==> config.mk <==
export PLATFORM = sky130hd
export DESIGN_NAME = display7seg_scan_ctrl
export DESIGN_NICKNAME = d
export VERILOG_FILES = /design/src/rtl/display7seg_scan_ctrl.sv
export SDC_FILE = /design/constraint.sdc
export NUM_CORES = 1
export LEC_CHECK = 0
export ABC_AREA = 1
export CORE_MARGIN = 2
export CORE_UTILIZATION = 61
export DETAILED_ROUTE_END_ITERATION = 16
export PLACE_DENSITY = 0.95
export SKIP_CTS_REPAIR_TIMING = 1
export SYNTH_ARGS = -nofsm -noshare
export SYNTH_HDL_FRONTEND = slang
export SYNTH_SLANG_ARGS = --single-unit
==> constraint.sdc <==
create_clock -name clk -period 2.55 [get_ports clk]
set_clock_uncertainty 0.2 [all_clocks]
set_input_delay 0.3825 -clock clk [delete_from_list [all_inputs] [get_ports clk]]
set_output_delay 0.3825 -clock clk [all_outputs]
set_load 0.1 [all_outputs]
==> src/rtl/display7seg_scan_ctrl.sv <==
// -----------------------------------------------------------------------------
// display7seg_scan_ctrl
//
// Time-multiplexed scan controller for a 4-digit, 7-segment display.
// Each digit gets a slot of CLK_DIV clocks. The first DEAD_CYCLES clocks of a
// slot keep every digit off to avoid ghosting. Host writes land in shadow
// (pending) registers and are copied to the active registers only at a frame
// boundary, so a frame never shows a mix of old and new data. While scanning
// is disabled, writes take effect immediately.
//
// Optional feature: define DECIMAL_POINT_EN to add per-digit decimal points.
// These follow the same shadow rules and are driven on dp.
//
// Parameters
//   CLK_DIV      clocks per digit slot (>= 2)
//   DEAD_CYCLES  blanking clocks at the start of each slot (0 .. CLK_DIV-1)
//
// Ports
//   clk             system clock, rising edge
//   rst_n           asynchronous reset, active-low
//   enable          1 = scanning, 0 = display off and scan position cleared
//   digits[15:0]    hex value per digit, digit0 = [3:0] ... digit3 = [15:12]
//   blank_mask[3:0] bit i = 1 keeps digit i dark for its whole slot
//   load            1-cycle strobe that captures digits/blank_mask
//   decimal_points  (DECIMAL_POINT_EN only) bit i = 1 lights the dp of digit i
//   anode[3:0]      digit select, active-low (one-cold or all ones)
//   segments[6:0]   {g,f,e,d,c,b,a}, active-low
//   dp              (DECIMAL_POINT_EN only) decimal point, active-low
//   frame_done      1-cycle pulse after each frame boundary
// -----------------------------------------------------------------------------
module display7seg_scan_ctrl #(
  parameter int CLK_DIV     = 1000,
  parameter int DEAD_CYCLES = 16
) (
  input  logic        clk,
  input  logic        rst_n,
  input  logic        enable,
  input  logic [15:0] digits,
  input  logic [3:0]  blank_mask,
  input  logic        load,
`ifdef DECIMAL_POINT_EN
  input  logic [3:0]  decimal_points,
`endif
  output logic [3:0]  anode,
  output logic [6:0]  segments,
`ifdef DECIMAL_POINT_EN
  output logic        dp,
`endif
  output logic        frame_done
);

  localparam int CNT_W = $clog2(CLK_DIV);
  localparam logic [CNT_W-1:0] CNT_MAX = CNT_W'(CLK_DIV - 1);

  typedef enum logic {
    PH_DEAD,
    PH_ON
  } phase_t;

  logic [CNT_W-1:0] cnt;
  logic [1:0]       slot;

  logic [15:0]      act_digits;
  logic [3:0]       act_blank;
  logic [15:0]      pend_digits;
  logic [3:0]       pend_blank;
  logic             pend_valid;
`ifdef DECIMAL_POINT_EN
  logic [3:0]       act_dp;
  logic [3:0]       pend_dp;
  logic             dp_nxt;
`endif

  phase_t           phase;
  logic             wrap;
  logic             boundary;
  logic             apply_now;
  logic [3:0]       anode_nxt;
  logic [6:0]       seg_nxt;

  function automatic logic [6:0] hex7seg(input logic [3:0] v);
    case (v)
      4'h0: return 7'h40;
      4'h1: return 7'h79;
      4'h2: return 7'h24;
      4'h3: return 7'h30;
      4'h4: return 7'h19;
      4'h5: return 7'h12;
      4'h6: return 7'h02;
      4'h7: return 7'h78;
      4'h8: return 7'h00;
      4'h9: return 7'h10;
      4'hA: return 7'h08;
      4'hB: return 7'h03;
      4'hC: return 7'h46;
      4'hD: return 7'h21;
      4'hE: return 7'h06;
      default: return 7'h0E;
    endcase
  endfunction

  // NOTE: every signal gets a default at the top of the block so no path
  // leaves it unassigned; otherwise synthesis infers a latch.
  always_comb begin
    wrap      = (cnt == CNT_MAX);
    boundary  = wrap && (slot == 2'd3);
    // Shadow data moves to the active set at a frame boundary, or at once
    // while the display is off (there is no frame to tear).
    apply_now = !enable || boundary;
    phase     = (int'(cnt) < DEAD_CYCLES) ? PH_DEAD : PH_ON;

    anode_nxt = 4'b1111;
    seg_nxt   = 7'h7F;
`ifdef DECIMAL_POINT_EN
    dp_nxt    = 1'b1;
`endif
    if (enable && (phase == PH_ON) && !act_blank[slot]) begin
      anode_nxt = ~(4'b0001 << slot);
      seg_nxt   = hex7seg(act_digits[{slot, 2'b00} +: 4]);
`ifdef DECIMAL_POINT_EN
      dp_nxt    = ~act_dp[slot];
`endif
    end
  end

  // NOTE: state updates use non-blocking assignments so every register
  // samples the pre-edge values, independent of statement order.
  // NOTE: the pending shadow registers are reset as well; they are only a
  // few flops and a defined value keeps the block fully deterministic.
  always_ff @(posedge clk or negedge rst_n) begin
    if (!rst_n) begin
      cnt         <= '0;
      slot        <= '0;
      act_digits  <= '0;
      act_blank   <= 4'b1111;
      pend_digits <= '0;
      pend_blank  <= '0;
      pend_valid  <= 1'b0;
      anode       <= 4'b1111;
      segments    <= 7'h7F;
      frame_done  <= 1'b0;
`ifdef DECIMAL_POINT_EN
      act_dp      <= '0;
      pend_dp     <= '0;
      dp          <= 1'b1;
`endif
    end else begin
      // Outputs reflect the pre-edge position and active data (one cycle late).
      anode      <= anode_nxt;
      segments   <= seg_nxt;
      frame_done <= enable && boundary;
`ifdef DECIMAL_POINT_EN
      dp         <= dp_nxt;
`endif

      if (!enable) begin
        cnt  <= '0;
        slot <= '0;
      end else if (wrap) begin
        cnt  <= '0;
        slot <= slot + 2'd1;
      end else begin
        cnt  <= cnt + 1'b1;
      end

      if (apply_now) begin
        // A Load on the applying edge bypasses the pending registers.
        if (load) begin
          act_digits <= digits;
          act_blank  <= blank_mask;
`ifdef DECIMAL_POINT_EN
          act_dp     <= decimal_points;
`endif
        end else if (pend_valid) begin
          act_digits <= pend_digits;
          act_blank  <= pend_blank;
`ifdef DECIMAL_POINT_EN
          act_dp     <= pend_dp;
`endif
        end
        pend_valid <= 1'b0;
      end else if (load) begin
        pend_digits <= digits;
        pend_blank  <= blank_mask;
`ifdef DECIMAL_POINT_EN
        pend_dp     <= decimal_points;
`endif
        pend_valid  <= 1'b1;
      end
    end
  end

endmodule

======== Yosys cells after proc, flatten, opt, wreduce, memory -nomap -nowiden ========
Memory sizes are Yosys's and may differ from the RTL's.
Cells that the tools add are included.
word-level totals
  RAM bits ................................ 0
  output and inout bits ................... 12
  bits in latches ......................... 0
  register bits after elaboration ......... 65
  word-level logic and storage cells ...... 48
  memories ................................ 1
  memory bits (read-only) ................. 112
memories
  name             depth  width  read ports  clocked after memory_dff  write ports  line  RTL
  (no name shown)  16     7      1           0                         0            82    case (v)
cells by class
  shift-type cells ........................ 2
  divide/modulo/power cells ............... 0
  multipliers ............................. 0
  eq/ne operators ......................... 3
  add/sub/neg operators ................... 2
  muxes and demuxes ....................... 15
  reduce and logical (&&, ||, !) cells .... 11
  bitwise logic cells ..................... 2
  order comparisons ....................... 2
operator list
  kind                   number
  $mux 16                2
  $mux 10                2
  $shiftx 16x5->4        1
  $mux 4                 3
  $add 10x1->10 const B  1
  $eq 10x10->1 const B   1
  $lt 10x5->1 const B    1
  $mux 7                 1
  $logic_and 1x1->1      4
  $mux 1                 4
  $mux 2                 2
  $not 4->4              1
  $reduce_and 2->1       2
  $reduce_bool 2->1      2
  $shl 1x2->4 const A    1
  $lt 2x3->1 const B     1
  $add 2x1->2 const B    1
  $bmux 1 s2             1
  $eq 2x2->1 const B     1
  $logic_not 1->1        2
  $ne 2x1->1 const B     1
  $logic_or 1x1->1       1
  $not 1->1              1

======== Logic depth before layout (Yosys ltp) ========
  depth in word-level cells ............... 5
  gate-level depth with buffers ........... 11
  gate-level depth less buffers ........... 10

======== Least setup slack after synthesis ========
No wires, ideal clock.
  path type ............................... flip-flop to flip-flop
  start ................................... reg slot[1]
  end ..................................... reg segments[5]
  setup slack ............................. 0.828 ns
  library setup time ...................... 0.084 ns
  path buffers ............................ 0
  stages on the path, launching flop included .. 10
  arrival time ............................ 1.438 ns
  cell sequence ........................... dfrtp_1 > inv_1 > nand3_1 > nand2_1 > inv_1 > ha_1 > nand3_1 > nand2_1 > nand2_1 > nand3_1
between the ends
  word-level cells in the longest chain between the ends .. 5
  elaborated cells between the ends (all ways) .. 7
  those cells by class .................... shift: 1; mux: 3; reduce/logical: 2; memory: 1
RTL lines
  what                                                                  line  RTL
  start: declaration                                                    61    logic [1:0] slot;
  start signal: assignment                                              161   slot <= slot + 2'd1;
  parallel branches: the longest is 4 deep, another holds $mem_v2 16x7  --
  $mux 7 *                                                              117   if (enable && (phase == PH_ON) && !act_blank[slot]) begin
  via seg_nxt[5]                                                        79    logic [6:0] seg_nxt;
  end signal: assignment                                                150   segments <= seg_nxt;
  end: declaration                                                      45    output logic [6:0] segments,
Mark *: on every way through the listed nets, which the timed path passes. The select of a mux whose other input is x is not followed.
A chain may end at the register's enable or synchronous reset.

======== Final worst setup path ========
  start ................................... reg slot[0]
  end ..................................... reg segments[0]
The elaborated chain is that of the path after synthesis.

==> results_dict.tcl <==
set metrics [dict create \
    hp-class "reg -> reg" \
    wl_per_cell_um 13.3 \
    cp.arrival_ns 2.25 \
    status "completed" \
    whs_endpoint "pend_blank[2]" \
    ys_async_sr_fraction_pct 100 \
    synth_area_per_cell_um2 7.72 \
    yosysTopAreaCell "dfrtp_1" \
    clk_pin_slew_ns 0.07 \
    die_h_um 78.4 \
    ios 36 \
    slowest_stage "dfrtp_1" \
    synth_area_um2 3370 \
    grt.total_usage_pct 25.9 \
    grt_pass1_vias 2800 \
    total_power_mw 2.86 \
    ys_ff_latch 65 \
    setup_viol 0 \
    fin_crit_ns 2.19 \
    syn_inst 437 \
    hpwlAfterDp_um 4780 \
    die_area_um2 6140 \
    cp_common_cell "nand2_1" \
    ys_warn_count 0 \
    core-area_um2 5440 \
    antenna_left 0 \
    cts_tree "yes" \
    reg2reg_depth 10 \
    synth_edf_count 0 \
    insertedDiodeCount 0 \
    syn_to_final_growth_pct 18.4 \
    clock.fmax_mhz 457 \
    min_from "pend_blank[2]" \
    chipWidth_um 78.4 \
    yosysSeqAreaShare_pct 48.8 \
    powerDensity_nw_per_um2 716 \
    fin_crit_sh_pct 85.8 \
    crit_family "simple AND/OR/NAND/NOR gates" \
    leakagePower_nw 2.07 \
    fin_nets 506 \
    fin_tns_setup_ns 0 \
    layout-drive-gt1-share_pct 13.2 \
    synthTopCellsByArea "dfrtp_1 37%, nand2_1 23%, dfstp_2 12%, nand3_1 7.3%, ha_1 4.1%" \
    r2r-start "slot[0]" \
    slew_violations 0 \
    peakVddDrop_mv 0.385 \
    grt_max_degree 66 \
    r2r-end "segments[0]" \
    drt_first_pass_iters 5 \
    viasPerCell 5.43 \
    clock_path_buffers 2 \
    clkLatencyLatePin_ns 0.35 \
    max_slew_margin_pct 70.6 \
    vias 2977 \
    cts.sinks 65 \
    drt_iter0_markers 200 \
    cp_cell_sequence "inv_2 -> nand2_1 -> nand3_1 -> nand2_1 -> inv_1 -> ha_1 -> nand3_1 -> nand2_1 -> nand2_1 -> nand3_1" \
    required_ns 2.62 \
    ys.flop_type "dfrtp_1" \
    cpPeakStageDelay_ns 0.61 \
    worstSetupPathType "reg -> reg" \
    numCtsBuffers 9 \
    startpoint_type "flip-flop" \
    synth_top_area_share_pct 37.1 \
    gp_congestion 0.872 \
    cts_root_buf "clkbuf_8" \
    htree_levels 3 \
    drc 0 \
    rsz0062_at_grt "no" \
    port_buffers 35 \
    grt_overflow 0 \
    rows 27 \
    hold-path-cell-count 2 \
    max-cap-violations 0 \
    tightest_slew_ns 0.440 \
    drt_wl_total_um 7300 \
    synth_cell_types 24 \
    r2r_slack_ns 0.36 \
    cp_max_fo 14 \
    crit_path_end_kind "flip-flop" \
    hold_violations 0 \
    crit_buf_inv 2 \
    initial_core_util_pct 62.0 \
    synth_nets 472 \
    n_fill_cell 393 \
    grt_pass1_wl_um 12400 \
    antenna_found_initial 0 \
]
[final cells by class]
class | instances | area [um2] | share of cell area, %
Clock buffer | 10 | 128 | 3.20
Clock inverter | 6 | 130 | 3.26
Inverter | 20 | 75.1 | 1.88
Multi-Input combinational cell | 330 | 1520 | 38.1
Sequential cell | 65 | 1650 | 41.2
Tap cell | 72 | 90.1 | 2.26
Timing Repair Buffer | 45 | 405 | 10.2
[cells by family (layout without fill, tap and decap cells)]
kind of cell	after synthesis	count (layout)	synth area share, %
AND/OR/NAND/NOR	310	310	39.5
flip-flops	65	65	48.8
buffers and inverters	42	81	6.16
adder cells (fa/ha/maj)	11	11	4.08
AO/OA/AOI/OAI	8	8	1.19
XOR/XNOR	1	1	0.260
[metal layers]
layer	track usage (%)	share of wire [%]
met5	0	0
met2	42.3	49
met4	14.0	2.7
met1	32.7	42
met3	4.94	6.3
[cells in the mapped netlist, types with 9 or more instances]
cell,n
inv_1,18
dfrtp_1,50
clkbuf_1,9
dfstp_2,15
nor2_1,20
nand3_1,49
nand2_1,207
ha_1,11
nand4_1,21
[worst max-delay path by stage]
stage	from	endpoint	slack, ns	cells past startpoint
detailed placement	slot[0]	segments[5]	0.46	10
global placement	slot[0]	segments[5]	0.49	10
global route	slot[0]	segments[3]	0.25	10
CTS	slot[0]	segments[0]	0.42	10
floorplan	slot[1]	segments[5]	0.83	9
finish	slot[0]	segments[0]	0.36	10
[cells in the final DEF (no fill, tap or decap), types with 2 or more instances in the layout]
master | netlist | routed
nand3_2 | 2 | 2
inv_1 | 18 | 18
nor2_2 | 2 | 2
o21ai_0 | 4 | 4
clkbuf_8 | 0 | 9
nand2_1 | 207 | 207
nand3_1 | 49 | 49
dfstp_2 | 15 | 15
nand4_1 | 21 | 21
nor2_1 | 20 | 20
bufinv_16 | 0 | 4
clkinv_2 | 0 | 2
nor3_1 | 3 | 3
buf_4 | 4 | 20
nand2_2 | 4 | 4
a21oi_1 | 4 | 4
clkdlybuf4s50_1 | 0 | 22
dfrtp_1 | 50 | 50
ha_1 | 11 | 11
[where the power goes]
part	internal [mW]	total, mW	switching, mW	leakage (nW)
logic	0.184	0.509	0.325	1.14
clock network	0.745	1.15	0.402	0.130
registers	1.14	1.20	0.0675	0.797
total	2.07	2.86	0.794	2.07
[state kept, by name, summed over array words and instances (netlist names)]
name	cells
act_digits	16
pend_digits	16
act_blank	4
pend_blank	4
anode	4
pend_valid	1
frame_done	1
slot	2
segments	7
cnt	10
[worst reg2reg max path: stages (launching register included)]
cell     delay, ns
dfrtp_1       0.61
inv_2         0.22
nand2_1       0.11
nand3_1       0.09
nand2_1       0.19
inv_1         0.11
ha_1          0.26
nand3_1       0.13
nand2_1       0.06
nand2_1       0.07
nand3_1       0.07
[stage by stage]
stage	setup slack, ns	cell area [um2]	utilization (%)	std cells	hold WS [ns]
after detailed placement	0.460	3730	68.5	531	0.220
final	0.362	3990	73.4	548	0.273
after CTS	0.417	3980	73.2	547	-0.142
after floorplan	0.828	3370	-	437	-0.113
after global routing	0.248	3990	73.4	548	0.282
after global placement	0.489	3730	68.5	531	0.217
No activity file was read; power rests on OpenSTA's default activity.
